## src/rtl/trace_commit_scheduler.sv

```systemverilog
// Orders dual-slot writeback commits into a single trace stream through a circular queue
// and a valid/ready output register, with registered stall request and sticky overflow.
module trace_commit_scheduler #(
    parameter int unsigned DEPTH        = 16,
    parameter int unsigned AW           = 4,
    parameter int unsigned STALL_THRESH = 4
) (
    input  logic          clk,
    input  logic          reset,
    input  logic          flush,
    input  logic          cmt_valid_0,
    input  logic          cmt_valid_1,
    input  logic [31:0]   cmt_pc_0,
    input  logic [31:0]   cmt_pc_1,
    input  logic [4:0]    cmt_wnum_0,
    input  logic [4:0]    cmt_wnum_1,
    input  logic [31:0]   cmt_wdata_0,
    input  logic [31:0]   cmt_wdata_1,
    output logic          trace_valid,
    input  logic          trace_ready,
    output logic [31:0]   trace_pc,
    output logic [31:0]   trace_wdata,
    output logic [4:0]    trace_wnum,
    output logic [3:0]    trace_wen,
    output logic          stall_req,
    output logic          overflow,
    output logic [AW:0]   occupancy
);

    typedef enum logic [1:0] {StEmpty, StActive, StBp, StOvf} state_e;

    state_e        state, state_next;
    logic [68:0]   ram [DEPTH];
    logic [AW-1:0] wr_ptr, rd_ptr;
    logic [AW:0]   count, count_next;
    logic [1:0]    n_in, n_acc;
    logic          pop, ovf_event, trace_valid_next;
    logic [AW+1:0] free_now, free_next;

    always_comb begin
        n_in      = {1'b0, cmt_valid_0} + {1'b0, cmt_valid_1};
        pop       = (count != '0) && (!trace_valid || trace_ready);
        // A same-cycle pop frees a slot for this cycle's commits.
        free_now  = (AW+2)'(DEPTH) - {1'b0, count} + {{(AW+1){1'b0}}, pop};
        ovf_event = (state != StOvf) && ({{AW{1'b0}}, n_in} > free_now);
        n_acc     = (state == StOvf || ovf_event) ? 2'd0 : n_in;
        count_next = count + {{(AW-1){1'b0}}, n_acc} - {{AW{1'b0}}, pop};
        free_next  = (AW+2)'(DEPTH) - {1'b0, count_next};
        trace_valid_next = pop | (trace_valid & ~trace_ready);

        if (state == StOvf || ovf_event) begin
            state_next = StOvf;
        end else if (free_next <= (AW+2)'(STALL_THRESH)) begin
            state_next = StBp;
        end else if (count_next == '0 && !trace_valid_next) begin
            state_next = StEmpty;
        end else begin
            state_next = StActive;
        end
    end

    // Storage is not reset; only pointers and count define validity.
    always_ff @(posedge clk) begin
        if (!flush && n_acc != 2'd0) begin
            if (cmt_valid_0) begin
                ram[wr_ptr] <= {cmt_pc_0, cmt_wdata_0, cmt_wnum_0};
            end
            if (cmt_valid_1) begin
                ram[cmt_valid_0 ? wr_ptr + AW'(1) : wr_ptr] <= {cmt_pc_1, cmt_wdata_1, cmt_wnum_1};
            end
        end
    end

    always_ff @(posedge clk or negedge reset) begin
        if (!reset) begin
            state       <= StEmpty;
            wr_ptr      <= '0;
            rd_ptr      <= '0;
            count       <= '0;
            overflow    <= 1'b0;
            stall_req   <= 1'b0;
            trace_valid <= 1'b0;
            trace_pc    <= '0;
            trace_wdata <= '0;
            trace_wnum  <= '0;
        end else if (flush) begin
            state       <= StEmpty;
            wr_ptr      <= '0;
            rd_ptr      <= '0;
            count       <= '0;
            overflow    <= 1'b0;
            stall_req   <= 1'b0;
            trace_valid <= 1'b0;
        end else begin
            state       <= state_next;
            wr_ptr      <= wr_ptr + AW'(n_acc);
            count       <= count_next;
            stall_req   <= (state_next == StBp) || (state_next == StOvf);
            trace_valid <= trace_valid_next;
            if (ovf_event) begin
                overflow <= 1'b1;
            end
            if (pop) begin
                {trace_pc, trace_wdata, trace_wnum} <= ram[rd_ptr];
                rd_ptr <= rd_ptr + AW'(1);
            end
        end
    end

    assign trace_wen = {4{trace_valid}};
    assign occupancy = count;

endmodule

```

## config.mk

```make
export PLATFORM = sky130hd
export DESIGN_NAME = trace_commit_scheduler
export DESIGN_NICKNAME = d
export VERILOG_FILES = /design/src/rtl/trace_commit_scheduler.sv
export SDC_FILE = /design/constraint.sdc
export NUM_CORES = 2
export LEC_CHECK = 0
export ABC_CLOCK_PERIOD_IN_PS = 10000
export CAP_MARGIN = 0
export CORE_ASPECT_RATIO = 0.75
export CORE_MARGIN = 2
export CORE_UTILIZATION = 40
export CTS_BUF_LIST = sky130_fd_sc_hd__clkbuf_8 sky130_fd_sc_hd__clkbuf_16
export CTS_CLUSTER_SIZE = 12
export DETAILED_ROUTE_END_ITERATION = 12
export PLACE_DENSITY = 0.53
export SLEW_MARGIN = 10
export SYNTH_ARGS = -nofsm -noshare
export SYNTH_HDL_FRONTEND = slang
export SYNTH_SLANG_ARGS = --single-unit
```

## constraint.sdc

```tcl
create_clock -name clk -period 10 [get_ports clk]
set_input_delay 2 -clock clk [delete_from_list [all_inputs] [get_ports clk]]
set_output_delay 2 -clock clk [all_outputs]
set_load 0.005 [all_outputs]
```

; Word level (Yosys, flattened, before mapping)
; Memory sizes are Yosys's and may differ from the RTL's. A register that Yosys moved wholly into a read port is not among the register bits.
; Index checks and enable logic that the tools add are counted.
[word_totals]
register_bits = 18
ramBits = 1104
output_inout_bits = 81
wordCells = 64
mem_count = 1
[memory_table]
columns = memory, words, word_bits, rd, rd_ports_with_merged_regs, wr, line
row1 = ram, 16, 69, 1, 1, 2, 33  ; logic [68:0] ram [DEPTH];
[classes]
addsub = 9
n_lt_le_gt_ge = 2
n_eq_ne = 4
n_mux = 20
bitwise = 4
reduce_logical = 17
[ops]
columns = operator, n
row1 = 2-to-1 mux 4 bit, 4
row2 = "subtractor 5 x 5 -> 6 bit, first input constant", 2
row3 = 2-to-1 mux 1 bit, 11
row4 = "adder 4 x 1 -> 4 bit, second input constant", 2
row5 = 2-to-1 mux 2 bit, 4
row6 = adder 6 x 1 -> 6 bit, 1
row7 = "== test 2 bit, second input constant", 3
row8 = greater-than comparator 2 x 6 -> 1 bit, 1
row9 = "<= comparator 6 x 3 -> 1 bit, second input constant", 1
row10 = nonzero test 2 bit, 3
row11 = adder 5 x 2 -> 5 bit, 1
row12 = logical NOT 5 bit, 1
row13 = 2-to-1 mux 5 bit, 1
row14 = nonzero test 5 bit, 1
row15 = subtractor 5 x 1 -> 5 bit, 1
row16 = adder 4 x 2 -> 4 bit, 1
row17 = logical AND 1 bit, 4
row18 = logical NOT 1 bit, 4
row19 = logical OR 1 bit, 3
row20 = adder 1 x 1 -> 2 bit, 1
row21 = "inequality test 2 bit, second input constant", 1
row22 = inverter 1 bit, 2
row23 = AND reduction 2 bit, 1
row24 = AND 1 bit, 1
row25 = bitwise OR 1 bit, 1

; Longest topological paths before layout
[depth]
depth_word = 18
mapped_depth = 29
mapped_depth_nobuf = 26

; Least setup slack after synthesis
; OpenSTA, ideal clock, no wires.
[synth_path]
kind = input -> register
start = input port trace_ready
end = memory ram[0][0] (enable)
arrival_time_ns = 7.249
required_time_ns = 9.481
setup_slack_ns = 2.232
stages = 14
path_buffers = 2
path_cell_list = nor2b_1 -> nor2b_1 -> buf_2 -> inv_1 -> ha_1 -> inv_1 -> ha_1 -> inv_1 -> ha_1 -> nor2b_1 -> o211ai_1 -> a22oi_1 -> buf_2 -> a21oi_1
[synth_rtl]
columns = item, line
row1 = from (decl), 20  ; input logic trace_ready,
row2 = to (decl), 33

; Worst setup path after layout
[layout_path]
start = input port trace_ready
end = register state[0]
[layout_between]
elab_chain_len = 15
word_cells_on_any_way = 21
cone_classes = add/sub (4) / order compare (2) / mux (5) / bitwise (3) / reduce/logical (7)
[layout_lines]
columns = item, line
row1 = branches (longest 13 deep; another with adder 6 x 1 -> 6 bit), -
row2 = 2-to-1 mux 2 bit (*), 51  ; if (state == StOvf || ovf_event) begin
row3 = 2-to-1 mux 2 bit (*), 86  ; end else if (flush) begin
row4 = to (signal assigned), 76  ; state <= StEmpty;
row5 = to (signal assigned), 87  ; state <= StEmpty;
row6 = to (signal assigned), 95  ; state <= state_next;
row7 = to (decl), 32  ; state_e state, state_next;
; Mark *: on every way between the ends.
; A chain may end at the register's enable or synchronous reset.

==> qor.yml <==
rsz0062_at_grt: "no"
cts_tree: "done"
synth_top_family_by_area: "multiplexers"
yosys.area_share.adder: 0.00508
synth_ff_type: "edfxtp_1"
place_ws_ns: 2.25
synth_top_cell_area_share: 0.556
placementRows: 122
clk_latency_ns: 0.77
fmax_mhz: 142
core_um2: 148000
finalCritPeriodShare: 0.705
hp-start: "trace_wdata[28]"
vias: 33100
worstMarginPinSlew_ns: 1.23
layout_commonest_cell: "edfxtp_1"
synth_edf_count: 1104
netlist_area_um2: 59600
layout_common_cells: "1104 x edfxtp_1, 1024 x mux2_2, 276 x mux4_2"
drv_cap: 0
drive_above_1_share: 0.468
final-setup-viol-count: 0
routed_wl_mm: 183
leakagePower_nw: 22.1
synth_xor_area_frac: 0.00162
dr.pass1.iters: 8
slew_headroom: 0.179
synth_nets: 3577
synth.avg_cell_area_um2: 17.5
async_reset_ff_frac: 0.0723
synthToLayoutAreaGrowth_pct: 13.5
path_max_fanout: 16
ir_drop_v: 0.000189
grt_pass1_wl_mm: 260
clockRootBuffer: "clkbuf_16"
start_util: 0.404
die_h_um: 338
yosysTopAreaCell: "edfxtp_1"
fp.dieW_um: 450
r2r_start: "occupancy[3]"
cts.sink_count: 1190
place_area_um2: 63500
fin_util: 0.458
critPathLaunch: "trace_ready"
final_area_um2: 67700
grt_pass1_vias: 35313
setup_tns_ns: 0
ant_nets: 0
synth_seq_cells: 1190
io_buffer_count: 224
synthMuxAreaShare: 0.341
synth_compound_area_frac: 0.0150
hold_viol: 0
setup_ws_ns: 2.95
cts_hold_buf: 0
antenna_found_initial: 21
cts_setup_buffers: 0
path_clk_slew_ns: 0.05
end_kind: "flip-flop"
grt_max_degree: 125
grt_remaining_overflow: 0
path_class: "input port to flip-flop"
skew_ns: 0.0278
drtIter0Drc: 2967
htreeDepth: 4
whs_ns: 0.490
cts_buffers: 131
wire_per_inst_um: 32.8
gp_congestion: 0.777
final_max_slew_viol_count: 0
crit_arrival_ns: 7.65
post_cts_resized: 0
cp.required_ns: 10.60
fp.dieArea_um2: 152000
yosys.area_share.simple: 0.0153
vias_per_cell: 5.95
grt_use_total: 0.238
drc: 0
fin_nets: 3637
yosysSeqAreaShare: 0.592
boundaryPins: 225
fin_crit_ns: 7.05
hold_class: "flip-flop to flip-flop"
synthTopCellsByArea: "edfxtp_1 56%, mux2_2 19%, mux4_2 10%, dfrtp_1 3.6%, mux2i_1 2.3%"
yosys_warnings: 0
hpwlAfterDp_mm: 92.2
cts_buffer_depth: 3
status: "finished, final reports clean"
critical_path.startpoint_type: "input port"
syn_inst: 3410
power_density_nw_per_um2: 216
synth_cell_types: 54
-- final timing paths --
| check | slack [ns] | cells after the start | endpoint |
|---|---|---|---|
| worst max-delay path | 2.95 | 26 | state[0] |
| worst min-delay path | 0.49 | 2 | trace_wdata[28] |
| worst max register to register | 3.51 | 27 | state[0] |
| worst min register to register | 0.49 | 2 | trace_wdata[28] |
| max in group asynchronous | 7.10 | 3 | trace_wdata[20] |
| min in group asynchronous | 1.12 | 1 | trace_pc[17] |
-- through the flow --
step | power [W] | instances
5_1_grt | 0.0152 | 5565
2_1_floorplan | 0.00864 | 3410
6_report | 0.0146 | 5566
4_1_cts | 0.0148 | 5556
3_5_place_dp | 0.0101 | 5321
3_3_place_gp | 0.00998 | 5321
-- critical path, stage by stage --
cell	delay, ns
clkdlybuf4s50_1	0.45
nor2b_1	0.06
nor2b_1	0.62
inv_1	0.12
ha_1	0.25
inv_1	0.07
ha_1	0.22
inv_1	0.06
ha_1	0.24
nor2b_1	0.14
o211ai_1	0.28
a22o_1	0.19
buf_4	0.36
nand2_1	0.14
ha_1	0.30
inv_1	0.04
ha_1	0.22
fa_1	0.47
a21oi_1	0.17
o21bai_1	0.11
xnor2_1	0.34
ha_1	0.22
nor3b_1	0.29
nor2_1	0.08
nor2_1	0.10
a21oi_1	0.08
-- cells in the mapped netlist, types with 8 or more instances --
| cell | number |
|---|---|
| inv_1 | 19 |
| mux2i_1 | 139 |
| edfxtp_1 | 1104 |
| buf_4 | 11 |
| mux2_2 | 1024 |
| a22oi_1 | 11 |
| clkbuf_1 | 223 |
| dfrtp_1 | 86 |
| nor2b_1 | 12 |
| mux4_2 | 276 |
| nand2_1 | 75 |
| nor2_1 | 34 |
| a21oi_1 | 10 |
| ha_1 | 21 |
| buf_2 | 106 |
| buf_1 | 12 |
| o221ai_1 | 69 |
| mux2_4 | 80 |
| buf_6 | 17 |
| nand3_4 | 8 |
-- report_power, final --
part,switching [W],internal [W]
Clock,0.00201,0.00274
Sequential,0.000301,0.00584
Combinational,0.00192,0.00183
Total,0.00423,0.0104
-- per-layer routing --
layer	track usage	share of wire
met5	0	0.00054
met4	0.0822	0.029
met3	0.0342	0.050
met2	0.401	0.50
met1	0.316	0.42
-- area by class of cell --
cell class	count	area, um^2
multi-input combinational	1831	22700
fill	12779	80100
antenna	10	25.0
clock buffer	147	3570
clock inverter	88	583
sequential	1190	35300
tap	1984	2480
inverter	19	71.3
timing repair buffer	297	2900
-- registers in the layout, summed over array words and instances, names as in the netlist --
signal       count
ram           1104
trace_wnum       5
trace_wdata     32
trace_valid      1
overflow         1
state            1
rd_ptr           4
stall_req        1
trace_pc        32
occupancy        5
wr_ptr           4
-- cells by family after synthesis --
family,Yosys count
buf+inv,389
fa+ha+maj,23
flops,1190
xor+xnor,11
mux,1519
compound gates,110
simple gates,168
(Power assumes the default switching activity.)
